## config.mk

```make
export PLATFORM = sky130hd
export DESIGN_NAME = ahb_burst_master
export DESIGN_NICKNAME = d
export VERILOG_FILES = /design/src/rtl/ahb_burst_master_pkg.sv /design/src/rtl/ahb_addr_next.sv /design/src/rtl/ahb_burst_master.sv
export SDC_FILE = /design/constraint.sdc
export NUM_CORES = 1
export LEC_CHECK = 0
export CAP_MARGIN = 15
export CELL_PAD_IN_SITES_DETAIL_PLACEMENT = 0
export CELL_PAD_IN_SITES_GLOBAL_PLACEMENT = 2
export CORE_MARGIN = 1
export CORE_UTILIZATION = 32
export CTS_CLUSTER_DIAMETER = 60
export CTS_CLUSTER_SIZE = 10
export DETAILED_ROUTE_END_ITERATION = 8
export PLACE_DENSITY_LB_ADDON = 0.3
export SLEW_MARGIN = 20
export SYNTH_ARGS = -nofsm -noshare
export SYNTH_HDL_FRONTEND = slang
export SYNTH_HIERARCHICAL = 1
export SYNTH_SLANG_ARGS = --single-unit
```

## constraint.sdc

```tcl
create_clock -name HCLK -period 6.13 [get_ports HCLK]
set_input_delay 0.613 -clock HCLK [delete_from_list [all_inputs] [get_ports HCLK]]
set_output_delay 0.613 -clock HCLK [all_outputs]
set_load 0.03 [all_outputs]
```

## src/rtl/ahb_burst_master_pkg.sv

```systemverilog
// Shared AHB-Lite burst-master definitions.
// Contents: transfer/burst/response/size encodings, FSM state type,
// the 1KB address-boundary constant and the beat-count helper.
package ahb_burst_master_pkg;

  typedef enum logic [1:0] {
    IDLE   = 2'b00,
    BUSY   = 2'b01,
    NONSEQ = 2'b10,
    SEQ    = 2'b11
  } Trans_t;

  typedef enum logic [2:0] {
    SINGLE = 3'd0,
    INCR   = 3'd1,
    WRAP4  = 3'd2,
    INCR4  = 3'd3,
    WRAP8  = 3'd4,
    INCR8  = 3'd5,
    WRAP16 = 3'd6,
    INCR16 = 3'd7
  } BType_t;

  typedef enum logic {
    OKAY  = 1'b0,
    ERROR = 1'b1
  } Response_t;

  typedef enum logic [2:0] {
    BYTE       = 3'd0,
    HALFWORD   = 3'd1,
    WORD       = 3'd2,
    DOUBLEWORD = 3'd3,
    LINE4      = 3'd4,
    LINE8      = 3'd5,
    WORD512    = 3'd6,
    WORD1024   = 3'd7
  } Size_t;

  typedef enum logic [1:0] {
    S_IDLE  = 2'd0,
    S_XFER  = 2'd1,
    S_DRAIN = 2'd2
  } state_t;

  localparam int unsigned KB_BOUNDARY = 1024;

  function automatic logic is_wrap(BType_t b);
    return (b == WRAP4) || (b == WRAP8) || (b == WRAP16);
  endfunction

  // Undefined-length INCR uses len (0 means one beat); clamping to the
  // configured maximum is left to the instantiating block.
  function automatic logic [7:0] beats_of(BType_t b, logic [7:0] len);
    logic [7:0] n;
    n = 8'd1;
    case (b)
      SINGLE:         n = 8'd1;
      INCR:           n = (len == 8'd0) ? 8'd1 : len;
      WRAP4, INCR4:   n = 8'd4;
      WRAP8, INCR8:   n = 8'd8;
      WRAP16, INCR16: n = 8'd16;
      default:        n = 8'd1;
    endcase
    return n;
  endfunction

endpackage

```

## src/rtl/ahb_addr_next.sv

```systemverilog
// Combinational next-beat address generator for AHB-Lite bursts.
// Ports:
//   addr_i        current beat address
//   burst_i       burst type in force for this beat
//   size_i        transfer size code
//   next_o        address of the following beat
//   crosses_1kb_o next address of an incrementing burst sits on a 1KB boundary
module ahb_addr_next
  import ahb_burst_master_pkg::*;
#(
  parameter int unsigned ADDRWIDTH = 32
) (
  input  logic [ADDRWIDTH-1:0] addr_i,
  input  BType_t               burst_i,
  input  logic [2:0]           size_i,
  output logic [ADDRWIDTH-1:0] next_o,
  output logic                 crosses_1kb_o
);

  localparam int unsigned KB_BITS = $clog2(KB_BOUNDARY);

  logic [ADDRWIDTH-1:0] inc;
  logic [ADDRWIDTH-1:0] sum;
  logic [ADDRWIDTH-1:0] wmask;

  always_comb begin
    inc   = ADDRWIDTH'(1) << size_i;
    sum   = addr_i + inc;
    wmask = '0;
    case (burst_i)
      WRAP4:   wmask = (inc << 2) - ADDRWIDTH'(1);
      WRAP8:   wmask = (inc << 3) - ADDRWIDTH'(1);
      WRAP16:  wmask = (inc << 4) - ADDRWIDTH'(1);
      default: wmask = '0;
    endcase
    if (is_wrap(burst_i)) begin
      next_o        = (addr_i & ~wmask) | (sum & wmask);
      crosses_1kb_o = 1'b0;
    end else begin
      next_o        = sum;
      crosses_1kb_o = (sum[KB_BITS-1:0] == '0);
    end
  end

endmodule

```

## src/rtl/ahb_burst_master.sv

```systemverilog
// AHB-Lite master burst sequencer: takes one burst command at a time and
// drives the address-phase signals for every beat, handling wrap bounds,
// 1KB-boundary re-issue as NONSEQ/INCR, wait states and ERROR responses.
// Ports:
//   HCLK, HRESETn                     clock, async active-low reset
//   cmd_valid/cmd_ready               command handshake
//   cmd_addr/burst/size/len/write     command fields (len used for INCR only)
//   HADDR/HTRANS/HBURST/HSIZE/HWRITE  registered address phase
//   HREADY, HRESP                     slave handshake / response
//   beat_done                         pulse per completed data phase
//   err                               pulse on ERROR response or rejected command
// Build option: AHB_ERR_ABORT_EN cancels the remaining beats on ERROR.
module ahb_burst_master
  import ahb_burst_master_pkg::*;
#(
  parameter int unsigned ADDRWIDTH    = 32,
  parameter int unsigned DATAWIDTH    = 32,
  parameter int unsigned MAX_INCR_LEN = 16
) (
  input  logic                 HCLK,
  input  logic                 HRESETn,
  input  logic                 cmd_valid,
  output logic                 cmd_ready,
  input  logic [ADDRWIDTH-1:0] cmd_addr,
  input  logic [2:0]           cmd_burst,
  input  logic [2:0]           cmd_size,
  input  logic [7:0]           cmd_len,
  input  logic                 cmd_write,
  output logic [ADDRWIDTH-1:0] HADDR,
  output logic [1:0]           HTRANS,
  output logic [2:0]           HBURST,
  output logic [2:0]           HSIZE,
  output logic                 HWRITE,
  input  logic                 HREADY,
  input  logic                 HRESP,
  output logic                 beat_done,
  output logic                 err
);

  localparam int unsigned  MAX_SIZE = $clog2(DATAWIDTH / 8);
  localparam logic [7:0]   MAX_LEN8 = 8'(MAX_INCR_LEN);

  state_t               state_q,  state_d;
  logic [ADDRWIDTH-1:0] haddr_q,  haddr_d;
  Trans_t               htrans_q, htrans_d;
  BType_t               hburst_q, hburst_d;
  logic [2:0]           hsize_q,  hsize_d;
  logic                 hwrite_q, hwrite_d;
  logic [7:0]           rem_q,    rem_d;     // beats still to issue after the current one
  logic                 dphase_q, dphase_d;
  logic                 rej_q,    rej_d;

  logic [ADDRWIDTH-1:0] addr_nxt;
  logic                 crosses;
  logic [ADDRWIDTH-1:0] size_mask;
  logic [7:0]           beats;

  ahb_addr_next #(.ADDRWIDTH(ADDRWIDTH)) u_addr_next (
    .addr_i        (haddr_q),
    .burst_i       (hburst_q),
    .size_i        (hsize_q),
    .next_o        (addr_nxt),
    .crosses_1kb_o (crosses)
  );

  always_comb begin
    state_d   = state_q;
    haddr_d   = haddr_q;
    htrans_d  = htrans_q;
    hburst_d  = hburst_q;
    hsize_d   = hsize_q;
    hwrite_d  = hwrite_q;
    rem_d     = rem_q;
    dphase_d  = dphase_q;
    rej_d     = 1'b0;
    size_mask = (ADDRWIDTH'(1) << cmd_size) - ADDRWIDTH'(1);
    beats     = beats_of(BType_t'(cmd_burst), cmd_len);
    if ((BType_t'(cmd_burst) == INCR) && (beats > MAX_LEN8)) beats = MAX_LEN8;

    case (state_q)
      S_IDLE: begin
        if (cmd_valid) begin
          if (cmd_size > 3'(MAX_SIZE)) begin
            rej_d = 1'b1;
          end else begin
            haddr_d  = cmd_addr & ~size_mask;
            htrans_d = NONSEQ;
            hburst_d = BType_t'(cmd_burst);
            hsize_d  = cmd_size;
            hwrite_d = cmd_write;
            rem_d    = beats - 8'd1;
            state_d  = S_XFER;
          end
        end
      end
      S_XFER: begin
        if (HREADY) begin
          if (rem_q != 8'd0) begin
            haddr_d = addr_nxt;
            rem_d   = rem_q - 8'd1;
            // A 1KB crossing restarts the burst as undefined-length INCR.
            if (crosses) begin
              htrans_d = NONSEQ;
              hburst_d = INCR;
            end else begin
              htrans_d = SEQ;
            end
          end else begin
            htrans_d = IDLE;
            state_d  = S_DRAIN;
          end
        end
`ifdef AHB_ERR_ABORT_EN
        // First ERROR cycle: withdraw the pending address phase immediately.
        else if (dphase_q && (Response_t'(HRESP) == ERROR)) begin
          htrans_d = IDLE;
          rem_d    = '0;
          state_d  = S_DRAIN;
        end
`endif
      end
      S_DRAIN: begin
        if (HREADY) state_d = S_IDLE;
      end
      default: state_d = S_IDLE;
    endcase

    if (HREADY) dphase_d = (htrans_q == NONSEQ) || (htrans_q == SEQ);
  end

  always_ff @(posedge HCLK or negedge HRESETn) begin
    if (!HRESETn) begin
      state_q  <= S_IDLE;
      haddr_q  <= '0;
      htrans_q <= IDLE;
      hburst_q <= SINGLE;
      hsize_q  <= '0;
      hwrite_q <= 1'b0;
      rem_q    <= '0;
      dphase_q <= 1'b0;
      rej_q    <= 1'b0;
    end else begin
      state_q  <= state_d;
      haddr_q  <= haddr_d;
      htrans_q <= htrans_d;
      hburst_q <= hburst_d;
      hsize_q  <= hsize_d;
      hwrite_q <= hwrite_d;
      rem_q    <= rem_d;
      dphase_q <= dphase_d;
      rej_q    <= rej_d;
    end
  end

  assign cmd_ready = (state_q == S_IDLE);
  assign HADDR     = haddr_q;
  assign HTRANS    = htrans_q;
  assign HBURST    = hburst_q;
  assign HSIZE     = hsize_q;
  assign HWRITE    = hwrite_q;
  assign beat_done = dphase_q & HREADY;
  // The second ERROR cycle has HREADY=1, so this fires once per response.
  assign err       = rej_q | (dphase_q & HRESP & ~HREADY);

endmodule
```

==> impl_metrics.toml, run 1 <==
[floorplan]
fp.coreArea_um2 = 12720
fp.dieW_um = 116.8
start_util_pct = 33.12
rows = 41
pin_count = 96
die_y_um = 116.8
die_area_um2 = 13630

[sta]
period_needed_ps = 3858
timing.fmax_mhz = 259.2
slew_violations = 0
holdWs_ps = 443.7
fin_skew_ps = 6.423
rsz0062_at_grt = "false"
hold_viol = 0
setup_viol = 0
slew_headroom_pct = 48.63
worst_pin_slew_ps = 767.7
period_share_pct = 62.94
setup-tns-final_ps = 0

[grt]
grt-ovfl-total = 0
grt_use_total_pct = 20.10
grt_pass1_wl_um = 21120
grt_pass1_vias = 3951
antenna_found_initial = 0
grt_max_degree = 54

[drt]
drt_iter0_drc = 273
wl_per_cell_um = 17.07
viasPerCell = 5.422
wirelength_um = 13190
firstDrtPassIters = 4
vias = 4191
ant_nets = 0
drc = 0

[power]
p_leak_nw = 2.107
pwr-share-clk_pct = 10.2
power.density_nw_per_um2 = 524.9
swShare_pct = 50.76
pwr-share-comb_pct = 61.6
seqPwrFrac_pct = 28.2
power_switching_mw = 1.436
p_int_mw = 1.393
ir_drop_v = 0.0001967

[yosys]
synthArstFlopShare_pct = 100.0
yosys-top-cells-area = "dfrtp_1 (31%), nand2_1 (7.7%), a31oi_1 (5.0%), nor2_1 (4.9%), xnor2_1 (4.8%)"
synth_edf_count = 0
synth_top_area_cell = "dfrtp_1"
ys.flop_type = "dfrtp_1"
synth-seq-cells = 53
synth_cell_types = 74
synth_area_per_cell_um2 = 7.966
yosysSeqAreaShare_pct = 31.47
synth_nets = 590
synth_area_um2 = 4214
synthCells = 529
synth_top_cell_area_share_pct = 31.47
yosysWarnings = 6

[min_path]
hp-class = "input pin to asynchronous set/reset pin"

[clocking]
cts.sinks = 53
cts_buffers = 5
cts_tree = "done"
post_cts_buffers = 0
holdBufCountCts = 0
ctsHtreeMaxLevel = 2
clk_latency_ps = 290
cts_resized = 0
cts_root_buf = "clkbuf_16"
clockBufferDepth = 2
cts.clk_slew.worst_paths_ps = 70

[layout]
n_fill_cell = 1367
layout.nets = 662
syn_to_final_growth_pct = 27.91
n_antenna_cell = 0
layout-drive-gt1-share_pct = 7.488

[placement]
place_hpwl_um = 9517
place_congestion = 0.8347
io_buffers = 95

[critical_path]
cpPeakStageDelay_ps = 710
path_class = "flop to flop"
required_ps = 6310
critPathSlowestCell = "dfrtp_1"
critPathMaxFanout = 21
critPathBufInv = 1
arrival_ps = 4040
critical-path-top-delay-family = "compound AO/OA/AOI/OAI gates"
path_cells = "inv_1 > nor3_1 > ha_1 > a21o_1 > nand2_1 > a221o_2 > a21boi_1 > o211ai_1 > nor4_1 > o21ai_1 > a22o_1"
setup.worst_path.start_class = "flop"
crit_path_end_kind = "flop"

[run_status]
status = "completed"

[run]
maxCapViolations = 0
metrics by stage:
step / std cells / total power [mW] / instance area [um2] / setup WS (ps) / util, %
after floorplan: 529 / 1.983 / 4214 / 2769 / -
after global placement: 766 / 2.541 / 5244 / 2387 / 41.22
after detailed placement: 766 / 2.551 / 5244 / 2316 / 41.22
after CTS: 773 / 2.849 / 5390 / 2292 / 42.37
after global routing: 773 / 3.061 / 5390 / 1890 / 42.37
final: 773 / 2.829 / 5390 / 2272 / 42.37
layer usage:
layer	up-vias	share of wire (%)	wire (um)	track usage (%)
met3	13	3.7	482	2.750
li1	2060	-	-	-
met4	0	1.4	183	4.641
met5	-	0	0	0
met1	2022	49	6476	27.88
met2	96	46	6048	33.10
path summary, 6_finish.rpt:
kind                       depth (start not counted)      from  slack, ps   endpoint
setup / recovery                                  11  HSIZE[0]       2270  HBURST[1]
hold / removal                                     2   HRESETn        440   rem_q[4]
setup reg to reg                                  11  HSIZE[0]       2270  HBURST[1]
hold reg to reg                                    2    HWRITE        490     HWRITE
max in group asynchronous                          2   HRESETn       5190   HADDR[9]
min in group HCLK                                  2    HWRITE        490     HWRITE
area by class of cell:
type	instances	area [um2]	share of cell area (%)
inverters	13	48.80	0.9053
repair buffers	99	975.9	18.11
multi-input cells	429	2678	49.68
flip-flops and latches	53	1326	24.61
well taps	172	215.2	3.993
clock buffers	6	138.9	2.577
clock inverters	1	7.507	0.1393
power by group through the flow:
| stage | combinational [mW] | clock, mW | sequential, mW |
|---|---|---|---|
| floorplan | 1.08 | 0 | 0.904 |
| global placement | 1.74 | 0 | 0.803 |
| detailed placement | 1.75 | 0 | 0.803 |
| CTS | 1.76 | 0.296 | 0.799 |
| global route | 1.91 | 0.310 | 0.837 |
| finish | 1.74 | 0.289 | 0.798 |
cells by family after synthesis:
kind of cell             Yosys count  share of synthesized area (%)
AND/OR/NAND/NOR                  236                          27.46
AO/OA/AOI/OAI                    141                          23.55
flip-flops                        53                          31.47
buffers and inverters             47                          5.344
XOR/XNOR                          35                          7.274
adder cells (fa/ha/maj)            9                          2.850
multiplexers                       8                          2.049
flip-flops by register name, indices dropped and copies added (netlist names):
register and flops:
HADDR 32, HBURST 3, HSIZE 3, HTRANS 2, HWRITE 1, dphase_q 1, rej_q 1, rem_q 8
state_q 2
worst register-to-register path, delay by kind of cell, from the launching register on:
family / cells / cell delay [ps]
AO/OA/AOI/OAI: 6 / 1520
AND/OR/NAND/NOR: 3 / 1120
flip-flops: 1 / 710
adder cells (fa/ha/maj): 1 / 220
buffers and inverters: 1 / 180
cell usage after synthesis, types with 5 or more instances:
cell       n
nand2_1   86
nor2_1    55
dfrtp_1   53
a31oi_1   34
a21oi_1   29
xnor2_1   23
clkbuf_1  18
nand3_1   18
o21ai_0   17
inv_1     13
nor3_1    13
xor2_1    12
nand4_1   11
buf_2      9
ha_1       8
o21ai_2    8
and3_1     7
nor2b_1    7
and2_1     6
mux2_2     5
nor3b_1    5
o211ai_1   5
layout by cell type, fill, tap and decap left out, drive strengths merged, types with 3 or more instances in the layout:
cell type and n:
xor2 12, a32oi 3, a21oi 32, mux2 5, dfrtp 53, a31oi 34, o31ai 3, nor2 55
clkdlybuf4s50 94, mux2i 3, nor2b 8, nor3b 7, nand2 86, nand4 11, and2 6, and4 3
and3 7, buf 5, o41ai 3, xnor2 23, clkbuf 6, nand3 18, a21o 5, inv 13
ha 8, or4 3, o21ai 26, nor4 4, nor3 14, o211ai 5, a211oi 3, nand2b 3
Note: power is estimated with default switching activity, not from simulation.
==> run 2, diff against run 1 <==
CORE_UTILIZATION = 29   (was 32)
clock period = 4 ns   (was 6.13 ns; I/O delays follow)
==> run 2 against run 1 <==
  * Setup slack lost 1900 ps
  * Routed wire length is essentially flat
  * First-iteration DRC count shrank 33%
  * Register-to-register slack lost 1900 ps
  * Maximum frequency grew 6.4%
  * Sequential power grew 50%
  * Largest cell class unchanged
  * Highest routed layer unchanged
==> impl_metrics.toml, run 2 (synthesized netlist as in run 1, its figures left out) <==
[run_status]
status = "completed"

[clocking]
cts.clk_slew.worst_paths_ps = 80
holdBufCountCts = 0
clockBufferDepth = 2
ctsHtreeMaxLevel = 2
clk_latency_ps = 310
cts_root_buf = "clkbuf_16"
cts_tree = "done"
post_cts_buffers = 0
cts_buffers = 5
cts_resized = 0
cts.sinks = 53

[layout]
layout_commonest_cell = "clkdlybuf4s50_1"
fin_area_um2 = 5436
syn_to_final_growth_pct = 29.01
n_antenna_cell = 0
layout.nets = 663
layout-drive-gt1-share_pct = 7.794
largest_reg_flops = 32
final_cell_mix = "clkdlybuf4s50_1 (94), nand2_1 (86), nor2_1 (55)"

[sta]
slew_headroom_pct = 51.37
hold_viol = 0
period_needed_ps = 3626
rsz0062_at_grt = "false"
period_share_pct = 90.65
setup-tns-final_ps = 0
slew_violations = 0
timing.fmax_mhz = 275.8
holdWs_ps = 233.0
setup_ws_ps = 374.0
setup_viol = 0
worst_pin_slew_ps = 729.4
fin_skew_ps = 5.842

[critical_path]
critPathMaxFanout = 21
critPathSlowestCell = "dfrtp_1"
cpPeakStageDelay_ps = 730
path_cells = "nor3_1 > ha_1 > a21o_1 > o21ai_0 > a221o_2 > a21boi_1 > o211ai_1 > nor4_1 > o21ai_1 > a22o_1"
path_class = "flop to flop"
ff2ff_path_depth = 10
critPathBufInv = 0
setup.worst_path.start_class = "flop"
crit_path_end_kind = "flop"
required_ps = 4200
arrival_ps = 3830
cp.depth = 10
critical-path-top-delay-family = "compound AO/OA/AOI/OAI gates"

[placement]
place_hpwl_um = 9739
post_dp_cell_area_um2 = 5261
place_ws_ps = 394.7
io_buffers = 95
place_congestion = 0.8219

[drt]
drc = 0
drt_iter0_drc = 183
viasPerCell = 5.282
ant_nets = 0
vias = 4136
firstDrtPassIters = 4
wl_per_cell_um = 16.84
wirelength_um = 13190

[floorplan]
fp.dieW_um = 122.5
die_area_um2 = 15020
rows = 43
start_util_pct = 30.01
die_y_um = 122.5
pin_count = 96
fp.coreArea_um2 = 14040

[power]
power.density_nw_per_um2 = 819.8
power_mw = 4.457
ir_drop_v = 0.0003725
p_leak_nw = 2.129

[grt]
antenna_found_initial = 0
grt_max_degree = 54
grt_use_total_pct = 17.95
grt_pass1_vias = 3862
grt-ovfl-total = 0
grt_pass1_wl_um = 20720

[min_path]
hp-class = "input pin to asynchronous set/reset pin"

[run]
maxCapViolations = 0
run 2: final timing paths:
kind	startpoint	to	slack, ps
setup / recovery	HSIZE[1]	HBURST[2]	370
hold / removal	HRESETn	HADDR[2]	230
setup reg to reg	HSIZE[1]	HBURST[2]	370
hold reg to reg	HWRITE	HWRITE	480
max in group asynchronous	HRESETn	HADDR[31]	3290
min in group HCLK	HWRITE	HWRITE	480
run 2: final cells by class:
type                       instances  area, um2
sequential                        53       1326
clock buffer                       5      125.1
multi-input combinational        429       2678
timing repair buffer             100      983.4
inverter                          13      48.80
fill                            1474       8606
tap                              180      225.2
clock inverter                     3      50.05
run 2: metrics by stage:
step	util, %	std cells
2_1_floorplan	-	529
3_3_place_gp	37.47	775
3_5_place_dp	37.47	775
4_1_cts	38.72	783
5_1_grt	38.72	783
6_report	38.72	783
run 2: where the power goes:
group | switching, mW | internal, mW
combinational | 1.60 | 1.12
clock | 0.235 | 0.302
sequential | 0.420 | 0.775
run 2: routing by layer:
layer | GRT usage [%] | up-vias | wire length (um)
li1 | - | 2059 | -
met1 | 24.63 | 1970 | 6343
met2 | 28.79 | 94 | 6129
met3 | 3.067 | 13 | 546
met4 | 5.030 | 0 | 170
met5 | 0 | - | 0
